===== config.mk =====
export PLATFORM = sky130hd
export DESIGN_NAME = pipe_alu
export DESIGN_NICKNAME = d
export VERILOG_FILES = /design/src/rtl/pipe_alu.sv
export SDC_FILE = /design/constraint.sdc
export NUM_CORES = 1
export LEC_CHECK = 0
export CAP_MARGIN = 20
export CELL_PAD_IN_SITES_DETAIL_PLACEMENT = 1
export CELL_PAD_IN_SITES_GLOBAL_PLACEMENT = 2
export CORE_ASPECT_RATIO = 1.25
export CORE_MARGIN = 2
export CORE_UTILIZATION = 33
export CTS_BUF_LIST = sky130_fd_sc_hd__clkbuf_4 sky130_fd_sc_hd__clkbuf_8
export CTS_CLUSTER_SIZE = 14
export DETAILED_ROUTE_END_ITERATION = 10
export PLACE_DENSITY_LB_ADDON = 0.3
export SKIP_LAST_GASP = 1
export SLEW_MARGIN = 5
export SYNTH_ARGS = -nofsm -noshare
export SYNTH_HDL_FRONTEND = slang
export SYNTH_SLANG_ARGS = --single-unit

===== constraint.sdc =====
create_clock -name clk -period 3.35 [get_ports clk]
set_input_delay 1.005 -clock clk [delete_from_list [all_inputs] [get_ports clk]]
set_output_delay 1.005 -clock clk [all_outputs]
set_load 0.01 [all_outputs]

===== src/rtl/pipe_alu.sv =====
// pipe_alu - registered WIDTH-bit ALU with status flags, an accumulator and
// optional unsigned saturation, sitting between a valid/ready producer and a
// result consumer.
//
// Parameters:
//   WIDTH  operand/result width in bits (>= 4)
//   SAT    1 = ADD/SUB saturate unsigned, 0 = wrap-around
//
// Ports:
//   clk        clock, all state on rising edge
//   rst_n      asynchronous active-low reset
//   in_valid   operand transaction offered
//   in_ready   block can accept a transaction this cycle
//   in_a       operand A
//   in_b       operand B (low clog2(WIDTH) bits are the shift amount)
//   in_op      operation select
//                000 AND  001 OR   010 ADD  011 SUB
//                100 XOR  101 SHL  110 SHR  111 SLTU
//   use_acc    operand A taken from the accumulator instead of in_a
//   acc_wr     accumulator loaded with this transaction's result
//   acc_clr    synchronous accumulator clear, independent of handshake
//   out_valid  result register holds an unconsumed result
//   out_ready  consumer accepts the result
//   out_y      result
//   out_flags  {N, Z, C, V}
//   acc_q      current accumulator value

module pipe_alu #(
    parameter int WIDTH = 8,
    parameter bit SAT   = 1'b0
) (
    input  logic             clk,
    input  logic             rst_n,
    input  logic             in_valid,
    output logic             in_ready,
    input  logic [WIDTH-1:0] in_a,
    input  logic [WIDTH-1:0] in_b,
    input  logic [2:0]       in_op,
    input  logic             use_acc,
    input  logic             acc_wr,
    input  logic             acc_clr,
    output logic             out_valid,
    input  logic             out_ready,
    output logic [WIDTH-1:0] out_y,
    output logic [3:0]       out_flags,
    output logic [WIDTH-1:0] acc_q
);

    localparam int SHW = $clog2(WIDTH);

    localparam logic [2:0] OP_AND  = 3'b000;
    localparam logic [2:0] OP_OR   = 3'b001;
    localparam logic [2:0] OP_ADD  = 3'b010;
    localparam logic [2:0] OP_SUB  = 3'b011;
    localparam logic [2:0] OP_XOR  = 3'b100;
    localparam logic [2:0] OP_SHL  = 3'b101;
    localparam logic [2:0] OP_SHR  = 3'b110;
    localparam logic [2:0] OP_SLTU = 3'b111;

    logic             accept;
    logic [WIDTH-1:0] a_op;
    logic [SHW-1:0]   sh;
    logic [WIDTH:0]   sum;
    logic [WIDTH:0]   diff;
    logic             add_v;
    logic             sub_v;
    logic [WIDTH-1:0] res;
    logic             c_flag;
    logic             v_flag;
    logic             n_flag;
    logic             z_flag;

    // Back-pressure passes straight through: a slot frees up in the same
    // cycle the consumer takes the held result.
    assign in_ready = !out_valid || out_ready;
    assign accept   = in_valid && in_ready;

    assign a_op = use_acc ? acc_q : in_a;
    assign sh   = in_b[SHW-1:0];

    // One extra bit carries the ADD carry-out / SUB borrow.
    assign sum  = {1'b0, a_op} + {1'b0, in_b};
    assign diff = {1'b0, a_op} - {1'b0, in_b};

    assign add_v = (a_op[WIDTH-1] == in_b[WIDTH-1]) && (sum[WIDTH-1]  != a_op[WIDTH-1]);
    assign sub_v = (a_op[WIDTH-1] != in_b[WIDTH-1]) && (diff[WIDTH-1] != a_op[WIDTH-1]);

    always_comb begin
        res    = '0;
        c_flag = 1'b0;
        v_flag = 1'b0;
        unique case (in_op)
            OP_AND:  res = a_op & in_b;
            OP_OR:   res = a_op | in_b;
            OP_ADD: begin
                c_flag = sum[WIDTH];
                v_flag = add_v;
                // C and V keep reporting the raw condition when clamped.
                res    = (SAT && sum[WIDTH]) ? '1 : sum[WIDTH-1:0];
            end
            OP_SUB: begin
                c_flag = diff[WIDTH];
                v_flag = sub_v;
                res    = (SAT && diff[WIDTH]) ? '0 : diff[WIDTH-1:0];
            end
            OP_XOR:  res = a_op ^ in_b;
            OP_SHL:  res = a_op << sh;
            OP_SHR:  res = a_op >> sh;
            OP_SLTU: res = {{(WIDTH-1){1'b0}}, diff[WIDTH]};
            default: res = '0;
        endcase
    end

    assign n_flag = res[WIDTH-1];
    assign z_flag = (res == '0);

    always_ff @(posedge clk or negedge rst_n) begin
        if (!rst_n) begin
            out_valid <= 1'b0;
            out_y     <= '0;
            out_flags <= 4'b0000;
        end else if (accept) begin
            out_valid <= 1'b1;
            out_y     <= res;
            out_flags <= {n_flag, z_flag, c_flag, v_flag};
        end else if (out_ready) begin
            // Delivered with nothing new behind it: data keeps its last value.
            out_valid <= 1'b0;
        end
    end

    // Clear wins over a simultaneous accepted write.
    always_ff @(posedge clk or negedge rst_n) begin
        if (!rst_n) begin
            acc_q <= '0;
        end else if (acc_clr) begin
            acc_q <= '0;
        end else if (accept && acc_wr) begin
            acc_q <= res;
        end
    end

endmodule


==> results.md <==
- Vias/cell: 5.64
- Part of the cycle the worst path needs: 99.3%
- Area of the multi-input gates: 2260 sq um
- Power Dens Cells: 286 nW/um^2
- WL met3: 348 um
- FFs w/ async S/R, synth: 100%
- GRT Util Overall: 25.7%
- CTS tree: yes
- Total power: 1270 uW
- Max layer used: met4
- Vias in the first global route: 3423
- Syn Inst Count: 320
- Worst rel slew slack: 53.7%
- Router iterations before antenna repair: 4
- XOR/XNOR Fraction of Synth Area: 1.93%
- Initial DRC Count: 96
- Adder-cell share of the synthesized area: 14.3%
- Gp weighted congestion: 0.929
- Setup Skew: 0.00861 ns
- Clock root buffer master: clkbuf_8
- Synth Register Bits: 20
- Leak pwr: 0.00203 uW
- Rows: 37
- Primary FF master, synth: dfrtp_1
- Io pins: 48
- Tmin final: 3.33 ns
- Mux cell area share after synthesis: 20.4%
- Clock slew at reported path FFs: 0.08 ns
- FF+latch area: 500 sq um
- Wirelength per Cell: 20.4 um
- Post-synthesis compound-gate area fraction: 20.2%
- CP Max Fanout: 3
- Hold_ws: 0.492 ns
- Routed Wire Length: 11.6 mm
- Via Count: 3200
- Max Freq: 301 MHz
- Met1 WL: 4.56 mm
- Post-Syn Area: 2730 sq um
- Fin Setup TNS: 0 ns
- Final hold vios: 0
- Pre-CTS setup slack: -1.01 ns
- Post-route insts no fill: 567
- Synth area leader: dfrtp_1
- Post-Synth Simple-Gate Area: 17.6%
- CTS H-tree lvls: 1
- Worst setup SP type: input pin
- Top area cells in the synthesized netlist: dfrtp_1 (18%), ha_1 (13%), mux4_2 (9.1%)
- DRC violations left: 0
- Post-synth top cells: ha_1 (28), nor2_1 (28), a21oi_1 (25)
- Finish-stage setup viols: 0
- Die area: 9010 sq um
- ANT nets after route: 0
- Core area: 8150 sq um
- P&R area growth vs syn: 62.6%
- Starting density of the core: 33.4%
- Port Buffer Count: 47
- Crit end category: flop
- Skew-Pair Late Insertion Delay: 0.27 ns
- Hpwl dp: 9.20 mm
- Initial antenna violation count: 0
- Sequential-to-total area share from yosys stat: 18.4%
- CP required: 3.56 ns
- Layout cells sized above 1: 41.1%
- Unrepaired setup endpoints after global routing: yes
- Clock buffer depth: 2
- Slew @ Worst Pin: 0.677 ns
- Area share of the largest cell type after synthesis: 18.4%
- CTS buffer count: 3
- Status: completed
- Fill cells: 964
- Diode count: 0
- Hold WC Path Type: reg -> reg
- R2R depth: 15
- Average cell area after synthesis: 8.52 sq um
- Largest family of logic cells by synthesized area: multiplexers
- Critical path class: in -> reg
- Grt ovf: 0
- Clk sinks: 20
- Post-Syn Nets: 376
- Synth cell types: 56
- Synthesis Warnings: 0
- Pin count of the biggest net entering global routing: 21
- Hold path depth: 2
- First-pass GRT wire length: 18.2 mm
- Placed Instances: 547
- Final WS setup: 0.0227 ns
- Final Max Tran Viols: 0
- DIE WIDTH: 85.3 um
- Final layout net count: 527
- Met2 Wirelength: 6.22 mm
- EDFF count, synth: 0
- Peak supply drop: 0.000341 V
- Max capacitance violation total: 0
- Worst path arrival time: 3.54 ns
- Die height: 106 um
- Hold buffers post-CTS: 0
[final cells by class]
class                   count  share of cell area (%)
inverters                  24                    2.03
repair buffers            169                    31.4
multi-input cells         253                    50.9
well taps                  97                    2.74
clock buffers               3                   0.932
flip-flops and latches     20                    11.3
clock inverters             1                   0.678
[metal layers]
metal,up-vias,GRT usage (%)
met5,-,0
met4,0,11.7
met3,28,2.43
met2,96,46.4
met1,1602,30.3
li1,1474,-
[power breakdown]
group,leakage (uW),total [uW],switching (uW),internal (uW)
sequential,0.000262,293,22.6,270
combinational,0.00173,729,342,386
clock,0.0000357,248,87.8,160
[critical path: stages]
cell      delay [ns]
buf_8           0.09
mux2i_4         0.26
inv_2           0.08
ha_4            0.17
buf_4           0.13
buf_4           0.15
a211oi_2        0.21
buf_4           0.16
buf_4           0.10
buf_4           0.10
nor2_1          0.05
nor2_1          0.09
o41ai_1         0.07
o32a_1          0.41
nor4_2          0.24
a41o_1          0.21
[logic make-up (layout without fill, tap and decap cells)]
kind of cell | count (synthesis) | after routing
AOI/OAI and AO/OA | 81 | 81
xor gates and xnor gates | 6 | 6
adders and majority gates | 30 | 30
buffers and inverters | 47 | 197
DFF | 20 | 20
muxes | 38 | 38
and+or+nand+nor | 98 | 98
[path summary, 6_finish.rpt]
| path | startpoint | endpoint | slack (ns) |
|---|---|---|---|
| min in group asynchronous | rst_n | acc_q[4] | 1.07 |
| max | use_acc | out_flags[2] | 0.02 |
| min | out_y[6] | out_y[6] | 0.49 |
| min reg2reg | out_y[6] | out_y[6] | 0.49 |
| max reg2reg | acc_q[0] | out_flags[2] | 0.45 |
| max in group asynchronous | rst_n | out_y[5] | 2.06 |
[timing repair]
item | CTS | global route
gates resized for setup | 36 | 28
endpoints found under the hold margin | 0 | 0
setup buffers | 9 | 7
pin swaps | 8 | 18
setup endpoints to repair | 19 | 9
[stage by stage]
stage | util [%] | area [sq um]
final | 54.4 | 4430
after global routing | 54.4 | 4430
after CTS | 51.9 | 4230
after detailed placement | 49.5 | 4030
after global placement | 49.5 | 4030
after floorplan | - | 2760
[flip-flops by register name, indices dropped and copies added, names as in the netlist]
register and cells:
acc_q 8, out_y 8, out_flags 3, out_valid 1
[cell usage in the layout (no fill, tap or decap), drive strengths merged, types with 12 or more instances in the layout]
cell	n
nor3	16
dfrtp	20
nand2	19
buf	124
ha	28
clkdlybuf4s50	37
mux2	12
a21oi	25
inv	24
nor2	28
mux2i	15
Note: power is estimated with default switching activity, not from simulation.
